### config.mk
export PLATFORM = sky130hd
export DESIGN_NAME = clock_bcd_counter_flat
export DESIGN_NICKNAME = d
export VERILOG_FILES = /design/src/rtl/clock_bcd_counter_if.sv /design/src/rtl/clock_bcd_counter.sv /design/src/flat_wrapper.sv
export SDC_FILE = /design/constraint.sdc
export NUM_CORES = 1
export LEC_CHECK = 0
export ABC_AREA = 1
export BUFFER_PORTS_ARGS = -buffer_cell sky130_fd_sc_hd__buf_2
export CAP_MARGIN = 0
export CORE_MARGIN = 5
export CORE_UTILIZATION = 63
export DETAILED_ROUTE_END_ITERATION = 7
export PLACE_DENSITY = 0.84
export SLEW_MARGIN = 25
export SYNTH_ARGS = -nofsm -noshare
export SYNTH_HDL_FRONTEND = slang
export SYNTH_SLANG_ARGS = --single-unit
### constraint.sdc
create_clock -name clk -period 3.4 [get_ports clk]
set_clock_uncertainty 0.1 [all_clocks]
set_input_delay 0.17 -clock clk [delete_from_list [all_inputs] [get_ports clk]]
set_output_delay 0.17 -clock clk [all_outputs]
set_load 0.01 [all_outputs]
### src/rtl/clock_bcd_counter_if.sv
// Control inputs and BCD time outputs of the clock timekeeping core.
// master drives run/buttons and observes the display digits; slave is the counter.
interface clock_bcd_counter_if;
    logic       run;
    logic       inc_min;
    logic       inc_hour;
    logic [3:0] hour_h;
    logic [3:0] hour_l;
    logic [3:0] min_h;
    logic [3:0] min_l;
    logic [3:0] sec_h;
    logic [3:0] sec_l;
    logic       tick_1hz;
    logic       hour_pulse;

    modport master (
        output run, inc_min, inc_hour,
        input  hour_h, hour_l, min_h, min_l, sec_h, sec_l, tick_1hz, hour_pulse
    );

    modport slave (
        input  run, inc_min, inc_hour,
        output hour_h, hour_l, min_h, min_l, sec_h, sec_l, tick_1hz, hour_pulse
    );
endinterface

### src/rtl/clock_bcd_counter.sv
// 24-hour HH:MM:SS BCD timekeeper with 1 Hz prescaler, run/hold and button adjust.
// Latency: all outputs registered, digits change one edge after tick condition or button edge.
// No backpressure: run=0 freezes prescaler and seconds; buttons always accepted.
module clock_bcd_counter #(
    parameter int CLK_DIV = 50_000_000
) (
    input  logic                 clk,
    input  logic                 rst_n,
    clock_bcd_counter_if.slave   bus
);
    localparam int           CW   = $clog2(CLK_DIV);
    localparam logic [CW-1:0] LAST = CW'(CLK_DIV - 1);

    logic [CW-1:0] presc, presc_nxt;
    logic [3:0]    hh, hl, mh, ml, sh, sl;
    logic [3:0]    hh_nxt, hl_nxt, mh_nxt, ml_nxt, sh_nxt, sl_nxt;
    logic          tick_q, tick_nxt, hp_q, hp_nxt;
    logic          min_prev, hour_prev;

    logic          min_edge, hour_edge, adj, tick_cond, do_tick;
    logic [4:0]    sl_inc, sh_inc, ml_inc, mh_inc;
    logic [3:0]    mh_step, ml_step, hh_step, hl_step;
    logic          sec_roll, min_roll, hour_top;

    // Saturating compare against the digit limit keeps any digit from leaving its range.
    function automatic logic [4:0] bcd_inc(input logic [3:0] d, input logic [3:0] top);
        if (d >= top)
            bcd_inc = {1'b1, 4'd0};
        else
            bcd_inc = {1'b0, d + 4'd1};
    endfunction

    always_comb begin
        min_edge  = bus.inc_min & ~min_prev;
        hour_edge = bus.inc_hour & ~hour_prev;
        adj       = min_edge | hour_edge;
        tick_cond = bus.run && (presc == LAST);
        do_tick   = tick_cond && !adj;

        sl_inc   = bcd_inc(sl, 4'd9);
        sh_inc   = bcd_inc(sh, 4'd5);
        ml_inc   = bcd_inc(ml, 4'd9);
        mh_inc   = bcd_inc(mh, 4'd5);
        sec_roll = sl_inc[4] & sh_inc[4];
        min_roll = ml_inc[4] & mh_inc[4];

        ml_step  = ml_inc[3:0];
        mh_step  = ml_inc[4] ? mh_inc[3:0] : mh;

        hour_top = (hh > 4'd2) || ((hh == 4'd2) && (hl >= 4'd3));
        if (hour_top) begin
            hh_step = 4'd0;
            hl_step = 4'd0;
        end else if (hl >= 4'd9) begin
            hh_step = hh + 4'd1;
            hl_step = 4'd0;
        end else begin
            hh_step = hh;
            hl_step = hl + 4'd1;
        end

        hh_nxt   = hh;
        hl_nxt   = hl;
        mh_nxt   = mh;
        ml_nxt   = ml;
        sh_nxt   = sh;
        sl_nxt   = sl;
        tick_nxt = do_tick;
        hp_nxt   = 1'b0;

        if (do_tick) begin
            sl_nxt = sl_inc[3:0];
            if (sl_inc[4])
                sh_nxt = sh_inc[3:0];
            if (sec_roll) begin
                ml_nxt = ml_step;
                mh_nxt = mh_step;
                if (min_roll) begin
                    hh_nxt = hh_step;
                    hl_nxt = hl_step;
                    hp_nxt = 1'b1;
                end
            end
        end

        // Minute adjust never carries into hours; hour adjust is independent.
        if (min_edge) begin
            sl_nxt = 4'd0;
            sh_nxt = 4'd0;
            ml_nxt = ml_step;
            mh_nxt = mh_step;
        end
        if (hour_edge) begin
            hh_nxt = hh_step;
            hl_nxt = hl_step;
        end

        if (min_edge || tick_cond)
            presc_nxt = '0;
        else if (bus.run)
            presc_nxt = presc + CW'(1);
        else
            presc_nxt = presc;
    end

    always_ff @(posedge clk) begin
        if (!rst_n) begin
            presc     <= '0;
            hh        <= 4'd0;
            hl        <= 4'd0;
            mh        <= 4'd0;
            ml        <= 4'd0;
            sh        <= 4'd0;
            sl        <= 4'd0;
            tick_q    <= 1'b0;
            hp_q      <= 1'b0;
            min_prev  <= 1'b1;
            hour_prev <= 1'b1;
        end else begin
            presc     <= presc_nxt;
            hh        <= hh_nxt;
            hl        <= hl_nxt;
            mh        <= mh_nxt;
            ml        <= ml_nxt;
            sh        <= sh_nxt;
            sl        <= sl_nxt;
            tick_q    <= tick_nxt;
            hp_q      <= hp_nxt;
            min_prev  <= bus.inc_min;
            hour_prev <= bus.inc_hour;
        end
    end

    assign bus.hour_h     = hh;
    assign bus.hour_l     = hl;
    assign bus.min_h      = mh;
    assign bus.min_l      = ml;
    assign bus.sec_h      = sh;
    assign bus.sec_l      = sl;
    assign bus.tick_1hz   = tick_q;
    assign bus.hour_pulse = hp_q;
endmodule

### src/flat_wrapper.sv
// flat-port wrapper written by rule: the top's interface ports become plain ports
module clock_bcd_counter_flat 
#(
    parameter int CLK_DIV = 50_000_000
)
  (clk, rst_n, bus_run, bus_inc_min, bus_inc_hour, bus_hour_h, bus_hour_l, bus_min_h, bus_min_l, bus_sec_h, bus_sec_l, bus_tick_1hz, bus_hour_pulse);
  clock_bcd_counter_if bus_i ();
  input  logic clk;
  input  logic rst_n;
  input wire logic [$bits(bus_i.run)-1:0] bus_run;
  input wire logic [$bits(bus_i.inc_min)-1:0] bus_inc_min;
  input wire logic [$bits(bus_i.inc_hour)-1:0] bus_inc_hour;
  output wire logic [$bits(bus_i.hour_h)-1:0] bus_hour_h;
  output wire logic [$bits(bus_i.hour_l)-1:0] bus_hour_l;
  output wire logic [$bits(bus_i.min_h)-1:0] bus_min_h;
  output wire logic [$bits(bus_i.min_l)-1:0] bus_min_l;
  output wire logic [$bits(bus_i.sec_h)-1:0] bus_sec_h;
  output wire logic [$bits(bus_i.sec_l)-1:0] bus_sec_l;
  output wire logic [$bits(bus_i.tick_1hz)-1:0] bus_tick_1hz;
  output wire logic [$bits(bus_i.hour_pulse)-1:0] bus_hour_pulse;
  assign bus_i.run = bus_run;
  assign bus_i.inc_min = bus_inc_min;
  assign bus_i.inc_hour = bus_inc_hour;
  assign bus_hour_h = bus_i.hour_h;
  assign bus_hour_l = bus_i.hour_l;
  assign bus_min_h = bus_i.min_h;
  assign bus_min_l = bus_i.min_l;
  assign bus_sec_h = bus_i.sec_h;
  assign bus_sec_l = bus_i.sec_l;
  assign bus_tick_1hz = bus_i.tick_1hz;
  assign bus_hour_pulse = bus_i.hour_pulse;
  clock_bcd_counter #(.CLK_DIV(CLK_DIV)) u_core (.clk(clk), .rst_n(rst_n), .bus(bus_i));
endmodule
# Yosys cells after proc, flatten, opt, wreduce, memory -nomap -nowiden
# Cells that the tools add are included.
[totals]
reg_bits = 54
in_bits = 5
word_cells = 76
[op_classes]
n_addsub = 7
magnitude_cmp = 7
n_eq_ne = 2
n_mux = 24
bitwise_logic = 8
n_reduce_logical = 17
[op_table]
columns = ["operator", "n"]
rows = [
  ["4-bit 2-to-1 mux", 19],
  ["26-bit by 1-bit adder with 26-bit output (second input constant)", 1],
  ["26-bit equality test (second input constant)", 1],
  ["4-bit by 1-bit adder with 4-bit output (second input constant)", 6],
  ["5-bit 2-to-1 mux", 4],
  ["4-bit >= comparator (second input constant)", 3],
  ["2-bit nonzero test", 5],
  ["4-bit by 3-bit >= comparator with 1-bit output (second input constant)", 2],
  ["3-bit AND reduction", 2],
  ["1-bit AND", 4],
  ["4-bit by 2-bit equality test with 1-bit output (second input constant)", 1],
  ["4-bit by 2-bit >= comparator with 1-bit output (second input constant)", 1],
  ["4-bit by 2-bit greater-than comparator with 1-bit output (second input constant)", 1],
  ["2-bit AND reduction", 2],
  ["2-bit OR reduction", 2],
  ["1-bit logical AND", 3],
  ["1-bit inverter", 3],
  ["1-bit logical OR", 2],
  ["1-bit logical NOT", 1],
  ["1-bit 2-to-1 mux", 1],
  ["1-bit bitwise OR", 1],
]

# Longest topological paths before layout
[logic_depth]
depth_word = 8
mapped_depth = 14

# Worst setup path before layout
# No wires, ideal clock.
[synth_path]
path_type = "reg2reg"
startpoint = "register u_core.ml[0], in the netlist u_core.bus.min_l[0]"
endpoint = "register u_core.hh[0], in the netlist u_core.bus.hour_h[0]"
setup_time_ns = 0.113
arrival_time_ns = 1.597
t_required_ns = 3.187
setup_slack_ns = 1.591
stages_incl_launch_ff = 11
path_buffers = 0
synth_period_minus_slack_ns = 1.809
cell_sequence = "dfxtp_1 inv_1 ha_1 a21boi_4 nand2_1 nor2_1 nand3_2 nand2_4 nand2_4 nor2_1 nor2_1"
[synth_via]
elab_chain_cells = 5
[synth_lines]
columns = ["element", "line", "source"]
rows = [
  ["from (decl)", "clock_bcd_counter.sv:15", "logic [3:0] hh, hl, mh, ml, sh, sl;"],
  ["from (signal assigned)", "clock_bcd_counter.sv:124", "ml <= ml_nxt;"],
  ["4-bit >= comparator", "clock_bcd_counter.sv:27", "if (d >= top)"],
  ["5-bit 2-to-1 mux", "clock_bcd_counter.sv:27", ""],
  ["1-bit AND", "clock_bcd_counter.sv:45", "min_roll = ml_inc[4] & mh_inc[4];"],
  ["2-bit nonzero test (no line)", "-", ""],
  ["3-bit AND reduction (no line)", "-", ""],
  ["to (signal assigned)", "clock_bcd_counter.sv:121", "hh <= hh_nxt;"],
  ["to (decl)", "clock_bcd_counter.sv:15", ""],
]
# Every way passes these cells.
# A chain may end at the register's enable or synchronous reset.

# Worst setup path after layout
[layout_path]
startpoint = "register u_core.ml[0], in the netlist u_core.bus.min_l[0]"
endpoint = "register u_core.hh[1], in the netlist u_core.bus.hour_h[1]"
# Same word-level chain as after synthesis.

==> flow_summary.json <==
{
  "status": "finished clean",
  "worstSetupPathType": "flip-flop to flip-flop",
  "leakagePower_nw": 1.50,
  "required_ns": 3.55,
  "vias": 2639,
  "grt_usage": 0.206,
  "critPathSlowestCell": "dfxtp_1",
  "rsz0062_at_grt": "false",
  "synth_edf_count": 0,
  "post_cts_resized": 0,
  "setup_viol": 0,
  "clkTransAtPathRegs_ns": 0.09,
  "h-tree-depth": 2,
  "ios": 31,
  "clock-root-buffer": "clkbuf_8",
  "synthCells": 418,
  "layout-drive-gt1-share": 0.176,
  "power.density_nw_per_um2": 320,
  "finalMaxSlewViolations": 0,
  "die_h_um": 79.5,
  "core_area_um2": 4690,
  "overflow": 0,
  "clk_latency_ns": 0.31,
  "peakVddDrop_mv": 0.213,
  "cp.buffers_inverters": 1,
  "fp.dieW_um": 79.5,
  "slew_headroom": 0.771,
  "ys_seq_area_frac": 0.355,
  "row_count": 25,
  "place_hpwl_um": 4520,
  "gp_congestion": 0.869,
  "wl_um": 5910,
  "antenna_found_initial": 0,
  "ys_warn_count": 0,
  "cpPeakStageDelay_ns": 0.45,
  "worstMarginPinSlew_ns": 0.340,
  "hold_viol_final": 0,
  "die_area_um2": 6320,
  "critPathLaunchType": "flip-flop",
  "synth_area_per_cell_um2": 7.28,
  "netlist_area_um2": 3040,
  "use_met2": 0.328,
  "hp-class": "primary input to flip-flop",
  "yosys.area.top_type": "dfxtp_1",
  "ys_ff_latch": 54,
  "ys_async_sr_fraction": 0,
  "path_common_cell": "nand2_1",
  "synthTopCellsByCount": "nand2_1, nor2_1, dfxtp_1",
  "netlist.area_leader.share": 0.355,
  "area_growth_pct": 9.82,
  "wl_per_cell_um": 11.6,
  "drt-pass1-iter-count": 4,
  "grt_pass1_vias": 2399,
  "port_buffers": 30,
  "path_cells": "inv_1 -> ha_1 -> a21boi_4 -> nand2_1 -> nor2_1 -> nand3_2 -> nand2_4 -> nand2_4 -> nand2_1 -> nand2_1 -> nor2_1",
  "synthFlopType": "dfxtp_1",
  "clock-sinks": 54,
  "start_util": 0.649,
  "drc_errors": 0,
  "critical_path.top_delay_family": "simple AND/OR/NAND/NOR gates",
  "syn-num-nets": 441,
  "post_drt_via_cell_ratio": 5.18,
  "use_met1": 0.279,
  "clockBufferDepth": 2,
  "cts_tree": "done",
  "min_period_ns": 2.00,
  "setup_tns_ns": 0,
  "yosysMostFrequentCell": "nand2_1",
  "synth_area_leaders": "dfxtp_1, nand2_1, nor2_1",
  "ant_nets": 0,
  "grt_max_degree": 20,
  "cts_made_buffers": 5,
  "met3_usage": 0.0384,
  "grt_first_pass_wirelength_um": 10500,
  "ys_types": 35,
  "antenna_cells": 0,
  "crit_fanout": 9,
  "fin_crit_sh": 0.589,
  "fmax_ghz": 0.499,
  "arrival_ns": 2.15,
  "fin_util": 0.713,
  "fin_nets": 477,
  "drtIter0Drc": 185,
  "critical_path.endpoint_type": "flip-flop",
  "preCtsSetupSlack_ns": 1.42,
  "drv_cap": 0,
  "grt-busiest-layer": "met2",
  "layout_setup_ws_ns": 1.40
}
[cell type report]
type                       count  area (um^2)
multi-input combinational    300         1700
fill                         404         1350
sequential                    54         1080
inverter                      61          230
timing repair buffer          32          170
clock buffer                   7         86.3
tap                           54         67.6
clock inverter                 1         5.00
[flip-flops by register name (all words and copies together) (netlist names)]
register and flops:
u_core.min_prev 1, u_core.bus.hour_l 4, u_core.bus.tick_1hz 1, u_core.bus.min_h 4, u_core.bus.sec_l 4, u_core.bus.hour_pulse 1, u_core.presc 26, u_core.bus.sec_h 4
u_core.hour_prev 1, u_core.bus.min_l 4, u_core.bus.hour_h 4
[kinds of logic (layout without fill, tap and decap cells)]
kind of cell             after synthesis  after routing  synth area share
flip-flops                            54             54             0.355
AND/OR/NAND/NOR                      221            221             0.357
AO/OA/AOI/OAI                         46             46            0.0855
XOR/XNOR                              15             15            0.0432
adder cells (fa/ha/maj)               18             18            0.0740
buffers and inverters                 64            101            0.0855
[worst paths after layout]
| kind | startpoint | slack (ns) | depth (start not counted) | endpoint |
|---|---|---|---|---|
| worst max register to register | u_core.bus.min_l[0]$_SDFFE_PN0P_ | 1.40 | 11 | u_core.bus.hour_h[1]$_SDFFE_PN0P_ |
| worst min register to register | u_core.bus.hour_h[3]$_SDFFE_PN0P_ | 0.37 | 2 | u_core.bus.hour_h[3]$_SDFFE_PN0P_ |
| worst min-delay path | rst_n | 0.06 | 2 | u_core.min_prev$_SDFF_PN1_ |
| worst max-delay path | u_core.bus.min_l[0]$_SDFFE_PN0P_ | 1.40 | 11 | u_core.bus.hour_h[1]$_SDFFE_PN0P_ |
[metrics by stage]
| stage | area [um^2] | instances | hold slack, ns | power [mW] |
|---|---|---|---|---|
| 3_5_place_dp | 3230 | 499 | 0.261 | 0.716 |
| 6_report | 3340 | 509 | 0.0603 | 1.07 |
| 2_1_floorplan | 3040 | 418 | 0.162 | 0.702 |
| 5_1_grt | 3340 | 509 | 0.0724 | 1.12 |
| 4_1_cts | 3340 | 509 | 0.0537 | 1.08 |
| 3_3_place_gp | 3230 | 499 | 0.254 | 0.715 |
[power by group]
group          switching, mW  leakage, nW  internal (mW)
Sequential           0.00560        0.436          0.638
Combinational         0.0391         1.01         0.0199
Clock                  0.203       0.0482          0.165
[placed cells by master, fill, tap and decap left out, types with 8 or more instances in the layout]
master and instances:
inv_1 51, nand4_1 11, o21ai_0 11, nand2_2 9, inv_2 9, ha_1 18, nor2_1 63, nand3_1 23
a21oi_1 25, xnor2_1 8, nand2_1 79, buf_2 30, dfxtp_1 54
[what timing repair did]
action / in CTS / in global routing
hold buffers: 2 / 0
endpoints found under the hold margin: 2 / 0
setup buffers: 0 / 0
[layer usage]
metal	up-vias	share of wire
met5	-	0
met4	0	0.013
met3	6	0.033
met2	39	0.46
met1	1190	0.50
li1	1404	-
No activity file was read; power rests on OpenSTA's default activity.
